==> src/rtl/axis_merger_pkg.sv <==
// Shared types and helpers for the 3-to-1 AXI-Stream merger.
// Imported by the merger top level.
package axis_merger_pkg;

    typedef enum logic [1:0] {
        S_PORT0,
        S_PORT1,
        S_PORT2
    } merger_state_t;

    // Beat counter width: enough bits to hold the larger per-port count.
    function automatic int cnt_width(input int a, input int b);
        int m;
        m = (a > b) ? a : b;
        return ($clog2(m + 1) < 1) ? 1 : $clog2(m + 1);
    endfunction

endpackage

==> src/rtl/axis_register_slice.sv <==
// One-stage valid/ready register slice.
// Full throughput; data held stable while stalled.
module axis_register_slice #(
    parameter int DATA_WIDTH = 16
) (
    input  logic                  clk,
    input  logic                  rst,
    input  logic                  s_valid,
    output logic                  s_ready,
    input  logic [DATA_WIDTH-1:0] s_data,
    output logic                  m_valid,
    input  logic                  m_ready,
    output logic [DATA_WIDTH-1:0] m_data
);

    assign s_ready = !m_valid || m_ready;

    // Load on upstream handshake, empty on downstream-only handshake.
    always_ff @(posedge clk or posedge rst) begin
        if (rst) begin
            m_valid <= 1'b0;
            m_data  <= '0;
        end else if (s_ready) begin
            m_valid <= s_valid;
            if (s_valid) begin
                m_data <= s_data;
            end
        end
    end

endmodule

==> src/rtl/axis_merger.sv <==
// AXI-Stream 3-to-1 sequential merger.
// N0 beats from port 0, N1 from port 1, then port 2 forever.
module axis_merger
    import axis_merger_pkg::*;
#(
    parameter int DATA_WIDTH     = 16,
    parameter int FROM_PORT_ZERO = 1,
    parameter int FROM_PORT_ONE  = 1
) (
    input  logic                  clk,
    input  logic                  rst,
    input  logic                  clear,
    input  logic                  input_0_valid,
    output logic                  input_0_ready,
    input  logic [DATA_WIDTH-1:0] input_0_data,
    input  logic                  input_1_valid,
    output logic                  input_1_ready,
    input  logic [DATA_WIDTH-1:0] input_1_data,
    input  logic                  input_2_valid,
    output logic                  input_2_ready,
    input  logic [DATA_WIDTH-1:0] input_2_data,
    output logic                  output_valid,
    input  logic                  output_ready,
    output logic [DATA_WIDTH-1:0] output_data
);

    localparam int CW = cnt_width(FROM_PORT_ZERO, FROM_PORT_ONE);
    localparam logic [CW-1:0] LAST0 = CW'(FROM_PORT_ZERO - 1);
    localparam logic [CW-1:0] LAST1 = CW'(FROM_PORT_ONE - 1);

    merger_state_t         state;
    logic [CW-1:0]         count;
    logic                  sel_valid;
    logic [DATA_WIDTH-1:0] sel_data;
    logic                  slice_ready;
    logic                  take;
    logic                  accept;

    // Route the selected input towards the output register.
    always_comb begin
        sel_valid = 1'b0;
        sel_data  = '0;
        case (state)
            S_PORT0: begin
                sel_valid = input_0_valid;
                sel_data  = input_0_data;
            end
            S_PORT1: begin
                sel_valid = input_1_valid;
                sel_data  = input_1_data;
            end
            S_PORT2: begin
                sel_valid = input_2_valid;
                sel_data  = input_2_data;
            end
            default: begin
                sel_valid = 1'b0;
                sel_data  = '0;
            end
        endcase
    end

    // Readiness goes only to the selected port; clear and rst block intake.
    assign take   = slice_ready && !clear && !rst;
    assign accept = sel_valid && take;

    assign input_0_ready = take && (state == S_PORT0);
    assign input_1_ready = take && (state == S_PORT1);
    assign input_2_ready = take && (state == S_PORT2);

    // Sequence FSM and beat counter, advancing on accepted beats.
    always_ff @(posedge clk or posedge rst) begin
        if (rst) begin
            state <= S_PORT0;
            count <= '0;
        end else if (clear) begin
            state <= S_PORT0;
            count <= '0;
        end else if (accept) begin
            case (state)
                S_PORT0: begin
                    if (count == LAST0) begin
                        state <= S_PORT1;
                        count <= '0;
                    end else begin
                        count <= count + 1'b1;
                    end
                end
                S_PORT1: begin
                    if (count == LAST1) begin
                        state <= S_PORT2;
                        count <= '0;
                    end else begin
                        count <= count + 1'b1;
                    end
                end
                S_PORT2: begin
                    count <= '0;
                end
                default: begin
                    state <= S_PORT0;
                    count <= '0;
                end
            endcase
        end
    end

    axis_register_slice #(
        .DATA_WIDTH(DATA_WIDTH)
    ) u_out_reg (
        .clk    (clk),
        .rst    (rst),
        .s_valid(accept),
        .s_ready(slice_ready),
        .s_data (sel_data),
        .m_valid(output_valid),
        .m_ready(output_ready),
        .m_data (output_data)
    );

endmodule

==> config.mk <==
export PLATFORM = sky130hd
export DESIGN_NAME = axis_merger
export DESIGN_NICKNAME = d
export VERILOG_FILES = /design/src/rtl/axis_merger_pkg.sv /design/src/rtl/axis_register_slice.sv /design/src/rtl/axis_merger.sv
export SDC_FILE = /design/constraint.sdc
export NUM_CORES = 1
export LEC_CHECK = 0
export ABC_AREA = 1
export BUFFER_PORTS_ARGS = -buffer_cell sky130_fd_sc_hd__buf_2
export CAP_MARGIN = 15
export CORE_ASPECT_RATIO = 0.5
export CORE_MARGIN = 1
export CORE_UTILIZATION = 41
export DETAILED_ROUTE_END_ITERATION = 8
export HOLD_SLACK_MARGIN = 0.03
export PLACE_DENSITY_LB_ADDON = 0.3
export SETUP_SLACK_MARGIN = 0.1
export SLEW_MARGIN = 20
export SYNTH_ARGS = -nofsm -noshare
export SYNTH_HDL_FRONTEND = slang
export SYNTH_SLANG_ARGS = --single-unit
export TNS_END_PERCENT = 20
==> constraint.sdc <==
create_clock -name clk -period 1.45 [get_ports clk]
set_input_delay 0 -clock clk [delete_from_list [all_inputs] [get_ports clk]]
set_output_delay 0 -clock clk [all_outputs]
set_load 0.1 [all_outputs]
==> flow_summary.toml, run 1 <==
[route]
drt-total-wl_um = 3280
drtPass1Iterations = 4
drtIter0Drc = 67
drc = 0
vias = 1372
viasPerCell = 4.76
drt-wirelength-per-cell_um = 11.4
ant_nets = 0

[critical_path]
max_stage_delay_ns = 0.49
crit_type = "flop to output pin"
reg2reg_to = "u_out_reg.m_data[1]"
reg2reg_setup_slack_ns = 0.13
worstPathCellList = "inv_4 > o21ai_4 > buf_6 > nor3_4 > buf_12"
critPathSlowestCell = "dfrtp_4"
crit_start = "u_out_reg.m_valid"
required_ns = 1.45
start_kind = "flop"
timing.critical_path.to = "input_2_ready"
cp.depth = 5
reg2reg_depth = 7
r2r_start = "state[0]"
worstPathMaxFanout = 3
path_delay_family = "flip-flops"
cp-end-kind = "output pin"
arrival_ns = 1.39
path_buf_inv = 3

[outcome]
outcome = "finished, final reports clean"

[layout]
final_area_um2 = 1780
nets = 307
mostFrequentLayoutCells = "nand2_1, buf_2, nand3_1"
multi_input_area_um2 = 629
seqCellArea_um2 = 482
syn_to_final_growth_pct = 57.6
drive_gt1_frac = 0.422
nFillCells = 223
final_cells = 288
final_common_cell = "nand2_1"
fin_util = 0.683
diodes = 0

[floorplanning]
die-height_um = 39.1
start_util = 0.433
die-area_um2 = 2980
die_w_um = 76.2
rows = 13
core_um2 = 2600
pin_count = 75

[global_routing]
grt_first_pass_wirelength_um = 5140
grt_pass1_vias = 1160
antenna_found_initial = 0
grt_overflow = 0
grt_max_degree = 20
grtUsageTotal = 0.228

[sta]
finalHoldViolCount = 0
drv_slew = 0
hold_slack_ns = 0.0490
max_freq_mhz = 718
finalCritPeriodShare = 0.960
max_slew.worst_pin.slew_ns = 0.696
fin_crit_ns = 1.39
setup_viol = 0
max_slew_margin = 0.536
rsz0062_at_grt = "true"
skew_ns = 0.00397

[pwr]
clkPwrFrac = 0.153
power-per-cell-area_nw_per_um2 = 1390
p_sw_frac = 0.555
combPwrFrac = 0.557
peakVddDrop_v = 0.000900
p_int_mw = 1.10
power_mw = 2.47
power_leakage_nw = 0.988
seqPwrFrac = 0.290
switching_power_mw = 1.37

[logic_synthesis]
syn_nets = 218
yosysUniqueCellTypes = 19
ys_seq_area_frac = 0.422
ys_seq_elements = 19
syn-cell-area_um2 = 1130
yosysWarnings = 0
syn-mean-instance-area_um2 = 6.92
synth_cells = 163

[min_path]
hold_class = "input pin to flop"

[cts]
clk_latency_ns = 0.27
cts_buffer_depth = 2
cts_tree = "yes"
htree_levels = 1
cts_sinks = 19
cts_buffers = 3
cts_root_buf = "clkbuf_8"
clk_pin_slew_ns = 0.07

[run]
drv_cap = 0

[placement]
io_buffers = 74
dp_hpwl_um = 2430
place_congestion = 0.775
placed_area_um2 = 1660
place_inst = 278
## cells by family (layout without fill, tap and decap cells)
| kind of cell | Yosys count | after routing | synth area share |
|---|---|---|---|
| and+or+nand+nor | 128 | 128 | 0.496 |
| DFF | 19 | 19 | 0.422 |
| buffers and inverters | 12 | 100 | 0.0610 |
| AOI/OAI and AO/OA | 4 | 4 | 0.0211 |
## per-layer routing
metal / global-route usage / up-vias / routed length (um)
met4: 0.0577 / 0 / 24
met1: 0.292 / 622 / 1510
met2: 0.407 / 50 / 1540
li1: - / 697 / -
met5: 0 / - / 0
met3: 0.0494 / 3 / 210
## timing repair
action | CTS | global route
endpoints found under the setup margin | 20 | 22
pin swaps | 1 | 1
hold buffers | 3 | 0
hold endpoints to repair | 22 | 0
resized for setup | 3 | 1
setup buffers | 0 | 3
## sequential cells by signal (all words and copies together), names as in the netlist
name               flops
state                  2
u_out_reg.m_valid      1
u_out_reg.m_data      16
## worst min path at each step
stage	from	end	cells past startpoint
5_1_grt	input_2_data[13]	u_out_reg.m_data[13]	5
4_1_cts	input_2_data[5]	u_out_reg.m_data[5]	5
6_report	input_2_data[5]	u_out_reg.m_data[5]	5
2_1_floorplan	rst	state[0]	1
3_3_place_gp	rst	u_out_reg.m_data[6]	2
3_5_place_dp	rst	u_out_reg.m_data[6]	2
## synthesized netlist by cell type
library cell / instances / area share
nor2_2: 2 / 0.011
dfrtp_1: 19 / 0.42
nand2_1: 83 / 0.28
clkinv_1: 1 / 0.0033
buf_6: 2 / 0.020
nor2_4: 1 / 0.010
nor3_1: 2 / 0.0089
nor2_1: 4 / 0.013
buf_4: 2 / 0.013
nand2_4: 1 / 0.010
inv_1: 4 / 0.013
a21oi_1: 2 / 0.0089
nand3_1: 34 / 0.15
buf_2: 1 / 0.0044
nand3_4: 1 / 0.016
o21ai_2: 1 / 0.0078
clkbuf_1: 1 / 0.0033
inv_2: 1 / 0.0033
o21ai_0: 1 / 0.0044
## metrics by stage
step,setup WS [ns],TNS [ns]
2_1_floorplan,-0.253,-2.56
3_3_place_gp,0.112,0
3_5_place_dp,0.0531,0
4_1_cts,0.0482,0
5_1_grt,0.0248,0
6_report,0.0576,0
## worst reg2reg max path, cell delays in order, from the launching register on
cell	delay, ns
dfrtp_2	0.45
buf_4	0.18
nor2_2	0.13
buf_4	0.19
nand2_1	0.06
nand3_1	0.08
nand3_1	0.08
nand2_1	0.08
## power groups by stage
stage	logic [mW]	registers, mW	clock network, mW
final	1.38	0.716	0.378
after detailed placement	1.36	0.721	0
after CTS	1.36	0.717	0.385
after global placement	1.34	0.724	0
after floorplan	0.246	1.55	0
after global routing	1.44	0.729	0.400
## final cells by class
| type | instances | area share |
|---|---|---|
| sequential | 19 | 0.271 |
| inverter | 6 | 0.0148 |
| tap | 37 | 0.0261 |
| multi-input combinational | 132 | 0.354 |
| clock inverter | 1 | 0.00282 |
| timing repair buffer | 90 | 0.308 |
| clock buffer | 3 | 0.0232 |
(Power assumes the default switching activity.)
==> run 2, diff against run 1 <==
--- a/config.mk
+++ b/config.mk
@@ -7,13 +7,14 @@
 export LEC_CHECK = 0
 export ABC_AREA = 1
 export BUFFER_PORTS_ARGS = -buffer_cell sky130_fd_sc_hd__buf_2
-export CAP_MARGIN = 15
+export CAP_MARGIN = 20
 export CORE_ASPECT_RATIO = 0.5
 export CORE_MARGIN = 1
 export CORE_UTILIZATION = 41
 export DETAILED_ROUTE_END_ITERATION = 8
 export HOLD_SLACK_MARGIN = 0.03
 export PLACE_DENSITY_LB_ADDON = 0.3
+export RECOVER_POWER = 100
 export SETUP_SLACK_MARGIN = 0.1
 export SLEW_MARGIN = 20
 export SYNTH_ARGS = -nofsm -noshare
==> flow_summary.toml, run 2 (synthesis results as in run 1) <==
[sta]
hold_slack_ns = 0.0469
finalHoldViolCount = 0
finalSetupTns_ns = 0
setup_viol = 0
fin_crit_ns = 1.39
max_freq_mhz = 717
layout_setup_ws_ns = 0.0555
finalCritPeriodShare = 0.962
max_slew.worst_pin.slew_ns = 0.692
skew_ns = 0.00324
drv_slew = 0
rsz0062_at_grt = "true"
max_slew_margin = 0.538

[layout]
drive_gt1_frac = 0.422
fin_util = 0.675
largest_reg_flops = 16
top_regs = "u_out_reg.m_data: 16 flops, state: 2 flops, u_out_reg.m_valid: 1 flops"
diodes = 0
nFillCells = 227
syn_to_final_growth_pct = 55.8
regMostFlops = "u_out_reg.m_data"
nets = 307
final_area_um2 = 1760
final_common_cell = "nand2_1"
mostFrequentLayoutCells = "nand2_1, buf_2, nand3_1"

[pwr]
p_int_mw = 1.09
power_leakage_nw = 0.979
switching_power_mw = 1.37
peakVddDrop_v = 0.000898
p_sw_frac = 0.558
power-per-cell-area_nw_per_um2 = 1400
combPwrFrac = 0.554
clkPwrFrac = 0.154
seqPwrFrac = 0.292

[cts]
clk_pin_slew_ns = 0.07
clk_latency_ns = 0.27
htree_levels = 1
cts_sinks = 19
cts_tree = "yes"
cts_root_buf = "clkbuf_8"
cts_buffer_depth = 2
cts_buffers = 3

[min_path]
hold_start = "input_2_data[5]"
worstHoldPathCells = 5
min_delay_worst_endpoint = "u_out_reg.m_data[5]"
hold_class = "input pin to flop"

[route]
drtPass1Iterations = 4
viasPerCell = 4.76
drtIter0Drc = 60
drt-total-wl_um = 3280
vias = 1372
drt-wirelength-per-cell_um = 11.4
drc = 0
ant_nets = 0

[floorplanning]
start_util = 0.433
rows = 13
core_um2 = 2600
die-height_um = 39.1
die-area_um2 = 2980
pin_count = 75
die_w_um = 76.2

[global_routing]
grt_max_degree = 20
grt_pass1_vias = 1160
grt_overflow = 0
grt_first_pass_wirelength_um = 5140
antenna_found_initial = 0
grtUsageTotal = 0.228

[critical_path]
reg2reg_setup_slack_ns = 0.10
start_kind = "flop"
r2r_start = "state[0]"
reg2reg_to = "u_out_reg.m_data[1]"
required_ns = 1.45
crit_type = "flop to output pin"
reg2reg_depth = 7
arrival_ns = 1.39
cp-end-kind = "output pin"
worstPathMaxFanout = 3

[placement]
place_ws_ns = 0.0531
placed_area_um2 = 1660
dp_hpwl_um = 2430
place_congestion = 0.775
io_buffers = 74

[run]
drv_cap = 0

[outcome]
outcome = "finished, final reports clean"
## run 2: cell types whose count changed in the layout (fill, tap and decap cells not counted)
cell	delta
buf_12	-2
buf_4	-1
buf_6	+2
buf_2	-17
clkbuf_2	+18
## run 2: through the flow
stage / instances / power (mW)
floorplan: 163 / 1.80
global placement: 278 / 2.06
detailed placement: 278 / 2.08
CTS: 285 / 2.47
global route: 288 / 2.56
finish: 288 / 2.46
## run 2: layout make-up
class,count,area (um2),area share
clock buffer,3,41.3,0.0235
clock inverter,1,5.00,0.00285
inverter,6,26.3,0.0150
multi-input combinational,132,629,0.358
sequential,19,482,0.274
tap,37,46.3,0.0264
timing repair buffer,90,527,0.300
## run 2: worst max-delay path, cell delays in order (launching register included)
cell and delay [ns]:
dfrtp_4 0.50, inv_4 0.07, o21ai_4 0.06, buf_6 0.14
nor3_4 0.16, buf_12 0.20
## run 2: how the worst max path moves through the flow
stage / from / slack, ns / end
floorplan: u_out_reg.m_valid / -0.25 / state[0]
global placement: state[1] / 0.11 / u_out_reg.m_data[4]
global route: u_out_reg.m_valid / 0.02 / input_2_ready
CTS: u_out_reg.m_valid / 0.05 / input_2_ready
detailed placement: state[1] / 0.05 / u_out_reg.m_data[3]
finish: u_out_reg.m_valid / 0.06 / input_2_ready
## run 2: power groups by stage
stage	clock, mW	combinational, mW	sequential [mW]
after floorplan	0	0.246	1.55
after global placement	0	1.34	0.724
after detailed placement	0	1.36	0.721
after CTS	0.385	1.36	0.717
after global routing	0.400	1.43	0.734
final	0.378	1.36	0.720
## run 2: repair_timing
item	4_1_cts	5_1_grt
hold buffers	3	0
buffers inserted	0	3
pin swaps	1	1
gates resized for setup	3	1
setup endpoints to repair	20	22
hold endpoints to repair	22	0
## run 2: layer usage
layer / track usage / share of wire
met1: 0.292 / 0.47
met2: 0.407 / 0.47
met3: 0.0494 / 0.059
met4: 0.0577 / 0.0073
met5: 0 / 0
==> run 3, diff against run 2 <==
--- a/config.mk
+++ b/config.mk
@@ -7,7 +7,7 @@
 export LEC_CHECK = 0
 export ABC_AREA = 1
 export BUFFER_PORTS_ARGS = -buffer_cell sky130_fd_sc_hd__buf_2
-export CAP_MARGIN = 20
+export CAP_MARGIN = 15
 export CORE_ASPECT_RATIO = 0.5
 export CORE_MARGIN = 1
 export CORE_UTILIZATION = 41
==> constraint.sdc (replaced) <==
create_clock -name clk -period 1.45 [get_ports clk]
set_input_delay 0.29 -clock clk [delete_from_list [all_inputs] [get_ports clk]]
set_output_delay 0.29 -clock clk [all_outputs]
set_load 0.1 [all_outputs]
==> flow_summary.toml, run 3 (synthesis results as in run 1) <==
[outcome]
outcome = "complete, but fails checks"
violations = "setup timing"

[global_routing]
antenna_found_initial = 0
grt_max_degree = 20
grtUsageTotal = 0.246
grt_pass1_vias = 1261
grt_first_pass_wirelength_um = 5580
grt_overflow = 0

[layout]
final_area_um2 = 1790
final_cells = 290
final_common_cell = "nand2_1"
drive_gt1_frac = 0.443
diodes = 0
top_regs = "u_out_reg.m_data: 16 flops, state: 2 flops, u_out_reg.m_valid: 1 flops"
nFillCells = 235
largest_reg_flops = 16
nets = 309
regMostFlops = "u_out_reg.m_data"
mostFrequentLayoutCells = "nand2_1, buf_2, nand3_1"
syn_to_final_growth_pct = 59.2

[placement]
place_inst = 279
dp_hpwl_um = 2480
place_congestion = 0.816
placed_area_um2 = 1670
io_buffers = 74

[sta]
rsz0062_at_grt = "true"
layout_setup_ws_ns = -0.141
finalHoldViolCount = 0
setup_viol = 14
max_freq_mhz = 629
fin_crit_ns = 1.59
skew_ns = 0.00873
drv_slew = 0
finalCritPeriodShare = 1.10
max_slew.worst_pin.slew_ns = 1.00
max_slew_margin = 0.330

[route]
drt-wirelength-per-cell_um = 11.9
drtPass1Iterations = 4
viasPerCell = 4.85
drc = 0
ant_nets = 0
drt-total-wl_um = 3450
drtIter0Drc = 64
vias = 1407

[pwr]
power_leakage_nw = 1.00
power-per-cell-area_nw_per_um2 = 1380
peakVddDrop_v = 0.000799

[floorplanning]
rows = 13
core_um2 = 2600
die_w_um = 76.2
start_util = 0.433
die-area_um2 = 2980
pin_count = 75
die-height_um = 39.1

[cts]
clk_pin_slew_ns = 0.08
cts_sinks = 19
clk_latency_ns = 0.26
cts_buffer_depth = 2
cts_tree = "yes"
cts_buffers = 3
cts_hold_buf = 0
htree_levels = 1
cts_root_buf = "clkbuf_8"

[critical_path]
reg2reg_depth = 8
worstPathCellList = "inv_4 > o21ai_4 > nor3_4 > buf_12"
max_stage_delay_ns = 0.49
reg2reg_setup_slack_ns = -0.07
cp-end-kind = "output pin"
crit_type = "flop to output pin"
required_ns = 1.16
path_delay_family = "flip-flops"
path_buf_inv = 2
arrival_ns = 1.30
start_kind = "flop"
reg2reg_to = "state[0]"
critPathSlowestCell = "dfrtp_4"
r2r_start = "u_out_reg.m_valid"
worstPathMaxFanout = 4

[min_path]
hold_start = "clear"
worstHoldPathCells = 2
hold_class = "input pin to flop"
min_delay_worst_endpoint = "state[1]"

[run]
drv_cap = 0
## run 3: cell types whose count changed in the layout (fill, tap and decap cells not counted), sizes merged
cell and delta:
buf +14, clkbuf -9, dlygate4sd3 -3
## run 3: cell type report
cell class / count / area (um2) / area share
clock buffers: 3 / 41.3 / 0.0230
repair buffers: 92 / 563 / 0.314
well taps: 37 / 46.3 / 0.0258
clock inverters: 1 / 5.00 / 0.00279
flip-flops and latches: 19 / 480 / 0.268
multi-input cells: 132 / 632 / 0.352
inverters: 6 / 26.3 / 0.0146
## run 3: how the worst max path moves through the flow
stage                       from            end  slack (ns)  cells after the start
4_1_cts        u_out_reg.m_valid  input_0_ready       -0.14                      4
2_1_floorplan  u_out_reg.m_valid  input_0_ready       -0.41                      3
3_5_place_dp        output_ready       state[0]        0.03                      6
5_1_grt        u_out_reg.m_valid  input_0_ready       -0.17                      4
3_3_place_gp        output_ready       state[0]        0.09                      6
6_report       u_out_reg.m_valid  input_0_ready       -0.14                      4
## run 3: where the power goes
group | switching (mW) | internal, mW | leakage, nW
registers | 0.0657 | 0.647 | 0.238
logic | 1.13 | 0.270 | 0.741
clock network | 0.179 | 0.191 | 0.0255
## run 3: stage by stage
step                power [mW]  hold slack [ns]  utilization  TNS, ns  worst slack (ns)
finish                    2.48            0.208        0.689   -0.558            -0.141
global route              2.59            0.225        0.689    -1.77            -0.174
CTS                       2.48           0.0598        0.686   -0.332            -0.137
detailed placement        2.08            0.343        0.640        0            0.0261
global placement          2.07            0.340        0.640        0            0.0855
floorplan                 1.80            0.241            -    -5.17            -0.408
## run 3: what timing repair did
action / CTS / global route
resized for setup: 12 / 12
setup endpoints to repair: 24 / 31
setup buffers: 6 / 1
pin swaps: 6 / 2
gates cloned: 1 / 0
## run 3: layer usage
| metal | GRT usage | up-vias | share of wire | routed length [um] |
|---|---|---|---|---|
| met1 | 0.305 | 653 | 0.47 | 1620 |
| met4 | 0.0240 | 0 | 0.0029 | 10 |
| met3 | 0.0612 | 2 | 0.050 | 172 |
| met5 | 0 | - | 0 | 0 |
| met2 | 0.464 | 47 | 0.48 | 1650 |
| li1 | - | 705 | - | - |
